--- config.mk ---
export PLATFORM = sky130hd
export DESIGN_NAME = clock_mode_controller
export DESIGN_NICKNAME = d
export VERILOG_FILES = /design/src/rtl/clock_pkg.sv /design/src/rtl/tick_prescaler.sv /design/src/rtl/clock_mode_controller.sv
export SDC_FILE = /design/constraint.sdc
export NUM_CORES = 1
export LEC_CHECK = 0
export ABC_CLOCK_PERIOD_IN_PS = 2800
export CAP_MARGIN = 20
export CORE_UTILIZATION = 58
export CTS_BUF_LIST = sky130_fd_sc_hd__clkbuf_8
export CTS_CLUSTER_SIZE = 30
export DETAILED_ROUTE_END_ITERATION = 8
export PLACE_DENSITY = 0.89
export SYNTH_ARGS = -nofsm -noshare
export SYNTH_HDL_FRONTEND = slang
export SYNTH_SLANG_ARGS = --single-unit
--- constraint.sdc ---
create_clock -name i_clk -period 2.8 [get_ports i_clk]
set_input_delay 0.7 -clock i_clk [delete_from_list [all_inputs] [get_ports i_clk]]
set_output_delay 0.7 -clock i_clk [all_outputs]
set_load 0.02 [all_outputs]
--- src/rtl/clock_pkg.sv ---
// Shared encodings, field widths and field limits for the digital clock.
package clock_pkg;

  typedef enum logic [1:0] {
    ST_IDLE  = 2'd0,
    ST_RUN   = 2'd1,
    ST_PAUSE = 2'd2,
    ST_SET   = 2'd3
  } state_t;

  localparam int unsigned TENTHS_W = 4;
  localparam int unsigned SEC_W    = 6;
  localparam int unsigned MIN_W    = 6;
  localparam int unsigned HR_W     = 5;

  localparam logic [TENTHS_W-1:0] TENTHS_MAX = 4'd9;
  localparam logic [SEC_W-1:0]    SEC_MAX    = 6'd59;
  localparam logic [MIN_W-1:0]    MIN_MAX    = 6'd59;
  localparam logic [HR_W-1:0]     HR_MAX     = 5'd23;

endpackage

--- src/rtl/tick_prescaler.sv ---
// 100 ms timebase: counts while running, holds while paused, clears on request.
// o_wrap_c flags the wrapping edge so the time fields update together with o_tick.
module tick_prescaler #(
  parameter int unsigned TICK_DIV = 50000000,
  parameter int unsigned CNT_W    = 32
) (
  input  logic i_clk,
  input  logic i_rst,
  input  logic i_run,
  input  logic i_clr,
  output logic o_tick,
  output logic o_wrap_c
);

  localparam logic [CNT_W-1:0] CNT_LAST = CNT_W'(TICK_DIV - 1);

  logic [CNT_W-1:0] cnt;

  // Clear has priority, so a clear on the last count drops the tick.
  assign o_wrap_c = i_run && !i_clr && (cnt == CNT_LAST);

  // Prescaler count and registered tick strobe.
  always_ff @(posedge i_clk) begin
    if (i_rst) begin
      cnt    <= '0;
      o_tick <= 1'b0;
    end else begin
      o_tick <= o_wrap_c;
      if (i_clr) begin
        cnt <= '0;
      end else if (i_run) begin
        cnt <= o_wrap_c ? '0 : cnt + CNT_W'(1);
      end
    end
  end

endmodule

--- src/rtl/clock_mode_controller.sv ---
// Run/pause/set mode FSM plus the tenths/seconds/minutes/hours carry chain.
module clock_mode_controller
  import clock_pkg::*;
#(
  parameter int unsigned TICK_DIV = 50000000,
  parameter int unsigned CNT_W    = 32
) (
  input  logic                i_clk,
  input  logic                i_rst,
  input  logic                i_start,
  input  logic                i_stop,
  input  logic                i_set,
  input  logic                i_inc_min,
  input  logic                i_inc_hr,
  output logic [TENTHS_W-1:0] o_tenths,
  output logic [SEC_W-1:0]    o_sec,
  output logic [MIN_W-1:0]    o_min,
  output logic [HR_W-1:0]     o_hr,
  output logic [1:0]          o_state,
  output logic                o_tick
);

  state_t state;
  logic   run_c;
  logic   clr_c;
  logic   wrap_c;
  logic   enter_set_c;

  assign run_c       = (state == ST_RUN);
  assign enter_set_c = i_set && (state != ST_SET);
  // Leaving RUN for SET clears now so a coincident wrap is dropped.
  assign clr_c       = (state == ST_IDLE) || (state == ST_SET) || (run_c && i_set);
  assign o_state     = state;

  tick_prescaler #(
    .TICK_DIV (TICK_DIV),
    .CNT_W    (CNT_W)
  ) u_prescaler (
    .i_clk    (i_clk),
    .i_rst    (i_rst),
    .i_run    (run_c),
    .i_clr    (clr_c),
    .o_tick   (o_tick),
    .o_wrap_c (wrap_c)
  );

  // Mode FSM; set beats stop beats start.
  always_ff @(posedge i_clk) begin
    if (i_rst) begin
      state <= ST_IDLE;
    end else begin
      case (state)
        ST_IDLE: begin
          if (i_set)        state <= ST_SET;
          else if (i_start) state <= ST_RUN;
        end
        ST_RUN: begin
          if (i_set)       state <= ST_SET;
          else if (i_stop) state <= ST_PAUSE;
        end
        ST_PAUSE: begin
          if (i_set)        state <= ST_SET;
          else if (i_start) state <= ST_RUN;
        end
        ST_SET: begin
          if (i_set) state <= ST_PAUSE;
        end
        default: state <= ST_IDLE;
      endcase
    end
  end

  // Time fields: SET entry clears sub-minute fields, ticks ripple, SET increments.
  always_ff @(posedge i_clk) begin
    if (i_rst) begin
      o_tenths <= '0;
      o_sec    <= '0;
      o_min    <= '0;
      o_hr     <= '0;
    end else if (enter_set_c) begin
      o_tenths <= '0;
      o_sec    <= '0;
    end else if (wrap_c) begin
      if (o_tenths != TENTHS_MAX) begin
        o_tenths <= o_tenths + TENTHS_W'(1);
      end else begin
        o_tenths <= '0;
        if (o_sec != SEC_MAX) begin
          o_sec <= o_sec + SEC_W'(1);
        end else begin
          o_sec <= '0;
          if (o_min != MIN_MAX) begin
            o_min <= o_min + MIN_W'(1);
          end else begin
            o_min <= '0;
            o_hr  <= (o_hr == HR_MAX) ? '0 : o_hr + HR_W'(1);
          end
        end
      end
    end else if (state == ST_SET) begin
      if (i_inc_min) o_min <= (o_min == MIN_MAX) ? '0 : o_min + MIN_W'(1);
      if (i_inc_hr)  o_hr  <= (o_hr == HR_MAX) ? '0 : o_hr + HR_W'(1);
    end
  end

endmodule

== After elaboration in Yosys (flattened, before gate mapping) ==
Index checks and enable logic that the tools add are counted.
Cells by class
  $add $sub $neg: 5
  eq/ne operators: 16
  mux-type cells: 23
  bitwise operators: 2
  reduce and logical (&&, ||, !) cells: 18
Operators with widths (number)
  $mux W6: 8
  $mux W5: 7
  $add A32 B1 Y32 const B: 1
  $eq A32 B26 Y1 const B: 1
  $mux W32: 1
  $add A6 B1 Y6 const B: 2
  $ne A6 B6 Y1 const B: 2
  $mux W2: 5
  $ne A2 B2 Y1 const B: 5
  $eq A6 B6 Y1 const B: 1
  $pmux W2 S3: 1
  $reduce_and A6 Y1: 1
  $reduce_bool A2 Y1: 3
  $reduce_or A2 Y1: 3
  $add A5 B1 Y5 const B: 1
  $eq A5 B5 Y1 const B: 1
  $reduce_and A5 Y1: 1
  $add A4 B1 Y4 const B: 1
  $eq A2 B2 Y1 const B: 2
  $logic_and A1 B1 Y1: 4
  $mux W4: 1
  $ne A4 B4 Y1 const B: 1
  $ne A3 B1 Y1 const B: 1
  $ne A3 B3 Y1 const B: 1
  7 further kinds: 9
Word-level totals
  flip-flop bits (word level): 56
  input port bits: 7
  output and inout port bits: 24
  logic and storage cells: 71

== Longest topological paths before layout ==
Gate-level depths: netlist (run 1).
  word-level depth: 8
  mapped depth: 10
  depth with buffers taken out: 8

== By module ==
A second synthesis (run 1) with hierarchy kept.
Unflattened totals
  cell total of the unflattened synthesis: 344
  area total of the unflattened synthesis: 2975.4 um^2
Modules (own cells, without submodules)
  tick_prescaler: instances 1, cells an instance 182, area each 1590.3 um^2, seq. area each 660.6 um^2
  clock_mode_controller: instances 1, cells an instance 162, area each 1385.1 um^2, seq. area each 460.4 um^2

== Worst setup path after synthesis (run 1) ==
OpenSTA, ideal clock, no wires.
  path kind: register to register
  from: register state[1] (netlist: o_state[1])
  to: register o_min[4]
  data arrival time: 2.463 ns
  setup slack: 0.221 ns
  cell stages (with the launch flop): 10
  buffers on the path: 1
  clock period less this slack: 2.579 ns
  cells stage by stage: dfxtp_1 -> inv_1 -> ha_1 -> buf_6 -> a21boi_0 -> nand4_1 -> nor3_4 -> mux2i_2 -> o2111ai_1 -> a31o_2
On the way
  longest elaborated chain between the ends: 8
  elaborated cells on any way between the ends: 18
  classes of those cells: 5 x eq/ne; 1 x mux; 1 x bitwise; 11 x reduce/logical
RTL lines
  start, declared: line clock_mode_controller.sv:23  | state_t state;
  start signal, assigned: line clock_mode_controller.sv:50  | state <= ST_IDLE;
  start signal, assigned: line clock_mode_controller.sv:54  | if (i_set) state <= ST_SET;
  start signal, assigned: line clock_mode_controller.sv:55  | else if (i_start) state <= ST_RUN;
  $eq A2 B2 Y1 (tied with other cells): line clock_mode_controller.sv:32, clock_mode_controller.sv:100
  $logic_or A1 B1 Y1 / $logic_and A1 B1 Y1 (equally long branches): line clock_mode_controller.sv:32  | assign clr_c = (state == ST_IDLE) || (state == ST_SET) || (run_c && i_set);
  $logic_or A1 B1 Y1: line clock_mode_controller.sv:32
  $logic_not A1 Y1: line tick_prescaler.sv:20  | assign o_wrap_c = i_run && !i_clr && (cnt == CNT_LAST);
  $logic_and A1 B1 Y1 (2 in series): line tick_prescaler.sv:20
  $ne A2 B2 Y1 (no source line) / $reduce_bool A2 Y1 (equally long branches)
  $reduce_and A5 Y1 (no source line)
  end signal, assigned: line clock_mode_controller.sv:93  | o_min <= o_min + MIN_W'(1);
  end signal, assigned: line clock_mode_controller.sv:101  | if (i_inc_min) o_min <= (o_min == MIN_MAX) ? '0 : o_min + MIN_W'(1);
  end, declared: line clock_mode_controller.sv:17  | output logic [MIN_W-1:0] o_min,
Parallel ways exist; a longest one is shown, timed or not.
A chain may end at the register's enable or synchronous reset.

== Worst setup path after layout (run 1) ==
  from: input i_set
  to: register o_hr[4]
On the way
  longest elaborated chain between the ends: 7
  elaborated cells on any way between the ends: 14
  classes of those cells: 3 x eq/ne; 1 x mux; 1 x bitwise; 9 x reduce/logical
RTL lines
  start, declared: line clock_mode_controller.sv:12  | input logic i_set,
  $logic_and A1 B1 Y1: line clock_mode_controller.sv:32
  $logic_or A1 B1 Y1: line clock_mode_controller.sv:32
  $logic_not A1 Y1: line tick_prescaler.sv:20
  $logic_and A1 B1 Y1 (2 in series): line tick_prescaler.sv:20
  $ne A2 B2 Y1 (no source line) / $reduce_bool A2 Y1 (equally long branches)
  $reduce_and A6 Y1 (no source line)
  end signal, assigned: line clock_mode_controller.sv:96  | o_hr <= (o_hr == HR_MAX) ? '0 : o_hr + HR_W'(1);
  end signal, assigned: line clock_mode_controller.sv:102  | if (i_inc_hr) o_hr <= (o_hr == HR_MAX) ? '0 : o_hr + HR_W'(1);
  end, declared: line clock_mode_controller.sv:18  | output logic [HR_W-1:0] o_hr,
Parallel ways exist; a longest one is shown, timed or not.

==> run metrics, run 1 <==
top cell type's share of synthesized area=slightly above 40%; fraction of registers with async set/reset=0%; WL final=a little under 6 mm; final setup fails=0; Crit Path Max Fanout=6; Min Clock Period, post-route=between 2 and 3 ns; Root Driver=clkbuf_8; WS Path Type=in2reg; vias in the first global route=between 2000 and 2500; P&R area growth vs syn=18.5%; Startpoint Class=primary input; die area=0.00503 sq mm; Core Region=approximately 0.0045 sq mm; Fillers=between 300 and 400; clock slew at reported path FFs=~0.10 ns; RSZ-0062 raised after global routing=false; largest net degree at the start of global routing=32; CP max-delay cell=or4b_1; dpl cell area=about 0.0032 sq mm; worst slew pin tran=just over 0.6 ns; CTS H-tree lvls=2; Leakage=between 1 and 1.5 nW; Bufs and invs on worst path=1; Final Cycle Share=90.1%; area of the multi-input gates=between 0.0015 and 0.002 sq mm; EDFF count, synth=0; crit path cell chain=clkdlybuf4s50_1 > a21boi_1 > nand4_1 > nor3_4 > mux2_4 > or4b_1 > a21oi_1; register area share after synthesis=between 40% and 50%; Hold WS=between 0.5 and 0.6 ns; WP data arrival=2.78 ns; DR iter-0 viols=around 120; clk_skew=roughly 0.011 ns; hold_buf cts=0; most frequent cells in the layout=dfxtp_1 (55), nor2_1 (53), clkdlybuf4s50_1 (30), nand2_1 (28), nand3_1 (19); routed vias/inst=about 5.8; GPL Wtd Cong=between 0.8 and 0.9; Synth Instances=roughly 320; Highest Clock Rate=396 MHz; Max rail drop VDD=approximately 0.00032 V; status=finished with violations; Max clock buf depth=2; CTS Sinks=between 50 and 60; Chip Width=approximately 71 microns; antenna-violating nets left=0; max cap viols=0; final instance area=between 0.003 and 0.004 sq mm; warnings from Yosys=0; CP endpoint kind=flip-flop; antenna violations before repair=0; fraction of layout cells with a size suffix above 1=9.80%; Fin. Hold Viols=0; TritonCTS Buffers=5; global-route wire length before repair=just over 10 mm; Post-Syn Area=0.00276 sq mm; cell accounting for the most synthesized area=dfxtp_1; register area=roughly 0.0011 sq mm; post-synthesis cell type count=45; I/O Pins=31; initial core utilization=between 60 and 70%; Min-Delay Path Class=reg2reg; top cells by area, synth=dfxtp_1 (41%), nor2_1 (7.2%), xnor2_1 (5.7%); Die Span Y=70.9 microns; relative slew slack=around 58%; CP Data Required Time=just over 3 ns; Main synth FF type=dfxtp_1; failing checks=design-rule violations; Post-DP HPWL=between 4 and 5 mm; Synth Net Count=around 330; All-Layer GR Usage=25.0%; Worst-Skew Late Latency=0.32 ns; gr ovfl total=0; nets=around 370; via count=2365; port bufs=30; commonest non-fill, non-tap cell in the layout=dfxtp_1; mean post-synth cell area=8.66 sq um; CTS tree=yes; antenna cell count=0; fin. max-slew vios=0; drt first pass iters=6; Crit path max-delay family=simple AND/OR/NAND/NOR gates; Row Count=24; DR DRC count=6; Max stage delay on crit path=0.47 ns; Avg WL per Cell=around 14 microns; Pwr per Cell Area=around 460 mW/mm^2; Synth Register Bits=56
[worst reg2reg max path: stages, from the launching register on]
cell,delay [ns]
dfxtp_1,0.37
inv_1,0.11
ha_2,0.29
and4_4,0.29
nand4_4,0.16
nor3_4,0.26
mux2_4,0.36
or4b_1,0.47
a21oi_1,0.15
[sequential cells by signal (all words and copies together) (netlist names)]
register / cells
o_state: 2
o_hr: 5
u_prescaler.cnt: 32
o_min: 6
u_prescaler.o_tick: 1
o_sec: 6
o_tenths: 4
[cell families (layout without fill, tap and decap cells)]
family | Yosys count | in the layout | share of synthesized area (%)
simple gates | 162 | 162 | 30.8
fa+ha+maj | 9 | 9 | 4.09
xor+xnor | 35 | 35 | 11.1
flops | 56 | 56 | 40.7
compound gates | 34 | 34 | 7.68
buf+inv | 15 | 54 | 2.77
mux | 7 | 7 | 2.86
[area by class of cell]
class / count / share of cell area [%]
multi-input cells: 247 / 47.8
inverters: 7 / 0.805
clock inverters: 3 / 1.30
clock buffers: 5 / 2.11
repair buffers: 39 / 11.6
flip-flops and latches: 56 / 34.4
well taps: 52 / 1.99
[where the power goes]
part | switching, mW | internal (mW)
Combinational | 0.0871 | 0.0686
Sequential | 0.0110 | 0.804
Clock | 0.263 | 0.265
Total | 0.361 | 1.14
[through the flow]
stage               cells  util (%)  setup TNS (ns)  power [mW]  setup slack [ns]
CTS                   409      72.9               0        1.51             0.120
finish                409      73.0               0        1.50             0.277
global placement      401      70.4        -0.00146       0.980          -0.00146
global route          409      73.0               0        1.56            0.0468
detailed placement    401      70.4         -0.0541       0.986           -0.0437
floorplan             318         -               0       0.928             0.221
[worst paths after layout]
check | start | endpoint | slack (ns) | cells past startpoint
worst max-delay path | i_set | o_hr[4] | 0.28 | 7
worst min-delay path | o_hr[0] | o_hr[0] | 0.51 | 2
worst max register to register | o_state[1] | o_hr[4] | 0.29 | 8
worst min register to register | o_hr[0] | o_hr[0] | 0.51 | 2
[Yosys cell counts (5+ instances only)]
master / instances
dfxtp_1: 56
nor2_1: 53
nand2_1: 28
nand3_1: 19
xnor2_1: 18
xor2_1: 17
a21oi_1: 15
nand4_1: 12
and3_1: 10
nor3_1: 10
ha_1: 9
inv_1: 7
o21ai_0: 7
or3_1: 6
mux2i_1: 5
[per-layer routing]
| metal | GRT usage [%] | part of all wire (%) | vias up |
|---|---|---|---|
| met4 | 10.4 | 2.2 | 0 |
| met3 | 5.41 | 3.7 | 13 |
| met5 | 0 | 0 | - |
| li1 | - | - | 1190 |
| met1 | 30.1 | 44 | 1106 |
| met2 | 43.5 | 50 | 56 |
[repair_timing]
| action | 4_1_cts | 5_1_grt |
|---|---|---|
| setup buffers | 0 | 0 |
| resized for setup | 0 | 3 |
| endpoints found under the setup margin | 0 | 4 |
Note: power is estimated with default switching activity, not from simulation.
==> run 2, diff against run 1 <==
--- a/config.mk
+++ b/config.mk
@@ -7,11 +7,12 @@
 export LEC_CHECK = 0
 export ABC_CLOCK_PERIOD_IN_PS = 2800
 export CAP_MARGIN = 20
-export CORE_UTILIZATION = 58
+export CORE_UTILIZATION = 59
 export CTS_BUF_LIST = sky130_fd_sc_hd__clkbuf_8
 export CTS_CLUSTER_SIZE = 30
 export DETAILED_ROUTE_END_ITERATION = 8
-export PLACE_DENSITY = 0.89
+export PLACE_DENSITY = 0.9
 export SYNTH_ARGS = -nofsm -noshare
 export SYNTH_HDL_FRONTEND = slang
+export SYNTH_HIERARCHICAL = 1
 export SYNTH_SLANG_ARGS = --single-unit
==> run metrics, run 2 <==
clock slew at reported path FFs=between 0.1 and 0.15 ns; most numerous cell in the Yosys netlist=dfxtp_1; routed vias/inst=around 6.1; warnings from Yosys=6; most frequent cells after synthesis=dfxtp_1 (56), nor2_1 (29), a21oi_1 (25); P&R area growth vs syn=20.1%; Synth Register Bits=56; GPL Wtd Cong=approximately 0.86; commonest non-fill, non-tap cell in the layout=dfxtp_1; WP data arrival=between 2 and 3 ns; Row Count=25; CP Data Required Time=just over 3 ns; Root Driver=clkbuf_8; Biggest register=u_prescaler/cnt; drt first pass iters=4; Max rail drop VDD=0.000388 V; setup TNS=0 ns; post-synthesis cell type count=53; reg-to-reg endpoint=o_sec[0]; I/O Pins=31; CTS tree=yes; fraction of layout cells with a size suffix above 1=11.4%; All-Layer GR Usage=roughly 28%; nets=approximately 400; Die Span Y=approximately 73 microns; top cells by area, synth=dfxtp_1 (38%), a21oi_1 (4.2%), ha_1 (3.8%); Core Region=0.00479 sq mm; Worst Hold Endpoint=u_prescaler/cnt[23]; WS Path Type=in2reg; most frequent cells in the layout=dfxtp_1 (55), clkdlybuf4s50_1 (30), nor2_1 (29), a21oi_1 (25), nand2_1 (24); CP endpoint kind=flip-flop; WL final=roughly 6.8 mm; Avg WL per Cell=approximately 15 microns; final worst slack=around 0.087 ns; Fin. Hold Viols=0; relative slew slack=71.5%; number of flip-flops in the largest register=32; r2r setup slk=about 0.15 ns; worst slew pin tran=roughly 0.43 ns; Int Power=around 1.3 mW; cell accounting for the most synthesized area=dfxtp_1; Leakage=approximately 1.2 nW; Final Cycle Share=approximately 97%; Startpoint Class=primary input; TritonCTS Buffers=5; die area=between 0.005 and 0.006 sq mm; via count=about 2800; Highest Clock Rate=~370 MHz; EDFF count, synth=0; CTS Sinks=56; antenna violations before repair=0; Synth Instances=344; port bufs=30; dpl ws=-0.241 ns; R2R cell count=12; Min Clock Period, post-route=roughly 2.7 ns; sw power=approximately 0.54 mW; CTS H-tree lvls=2; Post-DP HPWL=roughly 4.7 mm; DR DRC count=0; status=finished clean; Worst-Skew Late Latency=0.32 ns; fraction of registers with async set/reset=0%; Synth Net Count=360; Min-Delay Path Class=reg2reg; hold depth=2; top cell type's share of synthesized area=37.7%; initial core utilization=62.2%; hold_sp=u_prescaler/cnt[23]; DP Cell Count=444; Post-Syn Area=a little under 0.003 sq mm; Sw Ratio=between 20 and 30%; mean post-synth cell area=around 8.6 sq um; largest net degree at the start of global routing=28; Chip Width=~73 microns; Main synth FF type=dfxtp_1; gr ovfl total=0; global-route wire length before repair=~12 mm; antenna cell count=0; antenna-violating nets left=0; crit path cell chain=clkdlybuf4s50_1 > nand2_1 > nand2_1 > nor3_1 > nand4_1 > nor3_1 > buf_4 > buf_4 > nand4b_1 > or4_1 > a21oi_1; Crit Path Max Fanout=5; Pwr per Cell Area=~520 mW/mm^2; fin. max-slew vios=0; CP max-delay cell=or4_1; clock network fraction of total power=between 30% and 40%; Logic pwr share=22.8%; RR Startpoint=o_state[1]; Max clock buf depth=2; Max stage delay on crit path=0.49 ns; DR iter-0 viols=154; Seq pwr share=45.6%; vias in the first global route=between 2000 and 3000; final setup fails=0; fin cells=453; final instance area=~0.0036 sq mm; register area share after synthesis=between 30 and 40%; clk_skew=between 0.015 and 0.02 ns; dpl cell area=roughly 0.0034 sq mm; max cap viols=0; Top Registers=u_prescaler/cnt (32), o_min (6), o_sec (6)
[run 2: cell families after synthesis]
group	Yosys count	share of synthesized area, %
simple gates	155	30.0
xor+xnor	18	5.30
mux	7	2.40
compound gates	75	16.9
fa+ha+maj	9	3.78
flops	56	37.7
buf+inv	24	3.91
[run 2: cell type report]
type                            count  area, sq um
Multi-Input combinational cell    264         1750
Inverter                           10         37.5
Clock inverter                      1         30.0
Timing Repair Buffer               48          448
Clock buffer                        7         96.3
Fill cell                         358         1210
Tap cell                           67         83.8
Sequential cell                    56         1120
[run 2: what timing repair did]
item                       CTS  global route
hold buffers                 0             0
setup buffers                0             1
resized for setup            0             5
setup endpoints to repair    0            13
[run 2: power by group through the flow]
stage / clock (mW) / combinational (mW) / sequential (mW)
2_1_floorplan: 0 / 0.228 / 0.876
3_3_place_gp: 0 / 0.392 / 0.861
3_5_place_dp: 0 / 0.409 / 0.861
4_1_cts: 0.590 / 0.417 / 0.842
5_1_grt: 0.619 / 0.457 / 0.849
6_report: 0.585 / 0.422 / 0.844
[run 2: per-stage QoR]
| step | power, mW | util, % | hold slack (ns) |
|---|---|---|---|
| 2_1_floorplan | 1.10 | - | 0.448 |
| 3_3_place_gp | 1.25 | 71.7 | 0.459 |
| 3_5_place_dp | 1.27 | 71.7 | 0.477 |
| 4_1_cts | 1.85 | 74.3 | 0.490 |
| 5_1_grt | 1.93 | 74.6 | 0.508 |
| 6_report | 1.85 | 74.6 | 0.490 |
[run 2: how the worst max path moves through the flow]
stage | startpoint | to | slack [ns] | depth (start not counted)
2_1_floorplan | o_state[0] | o_hr[2] | 0.02 | 10
3_3_place_gp | i_set | o_hr[2] | -0.10 | 11
3_5_place_dp | i_set | o_hr[2] | -0.24 | 11
4_1_cts | o_state[1] | o_sec[0] | 0.06 | 12
5_1_grt | i_set | o_sec[0] | -0.008 | 11
6_report | i_set | o_sec[0] | 0.09 | 11
[run 2: worst max-delay path: cells and delay by family]
family,cells,cell delay [ns]
compound gates,1,0.17
simple gates,7,1.40
buf+inv,3,0.69
[run 2: metal layers]
metal	track usage [%]	vias to the layer above	routed length, microns
met4	12.4	0	155
met1	33.6	1303	2920
li1	-	1363	-
met3	4.97	15	313
met5	0	-	0
met2	47.1	73	3370
==> run 3, diff against run 2 <==
--- a/config.mk
+++ b/config.mk
@@ -12,6 +12,7 @@
 export CTS_CLUSTER_SIZE = 30
 export DETAILED_ROUTE_END_ITERATION = 8
 export PLACE_DENSITY = 0.9
+export SLEW_MARGIN = 30
 export SYNTH_ARGS = -nofsm -noshare
 export SYNTH_HDL_FRONTEND = slang
 export SYNTH_HIERARCHICAL = 1
==> results of run 3 <==
Same layout as run 2: the final DEF is identical, and so are final timing and power.
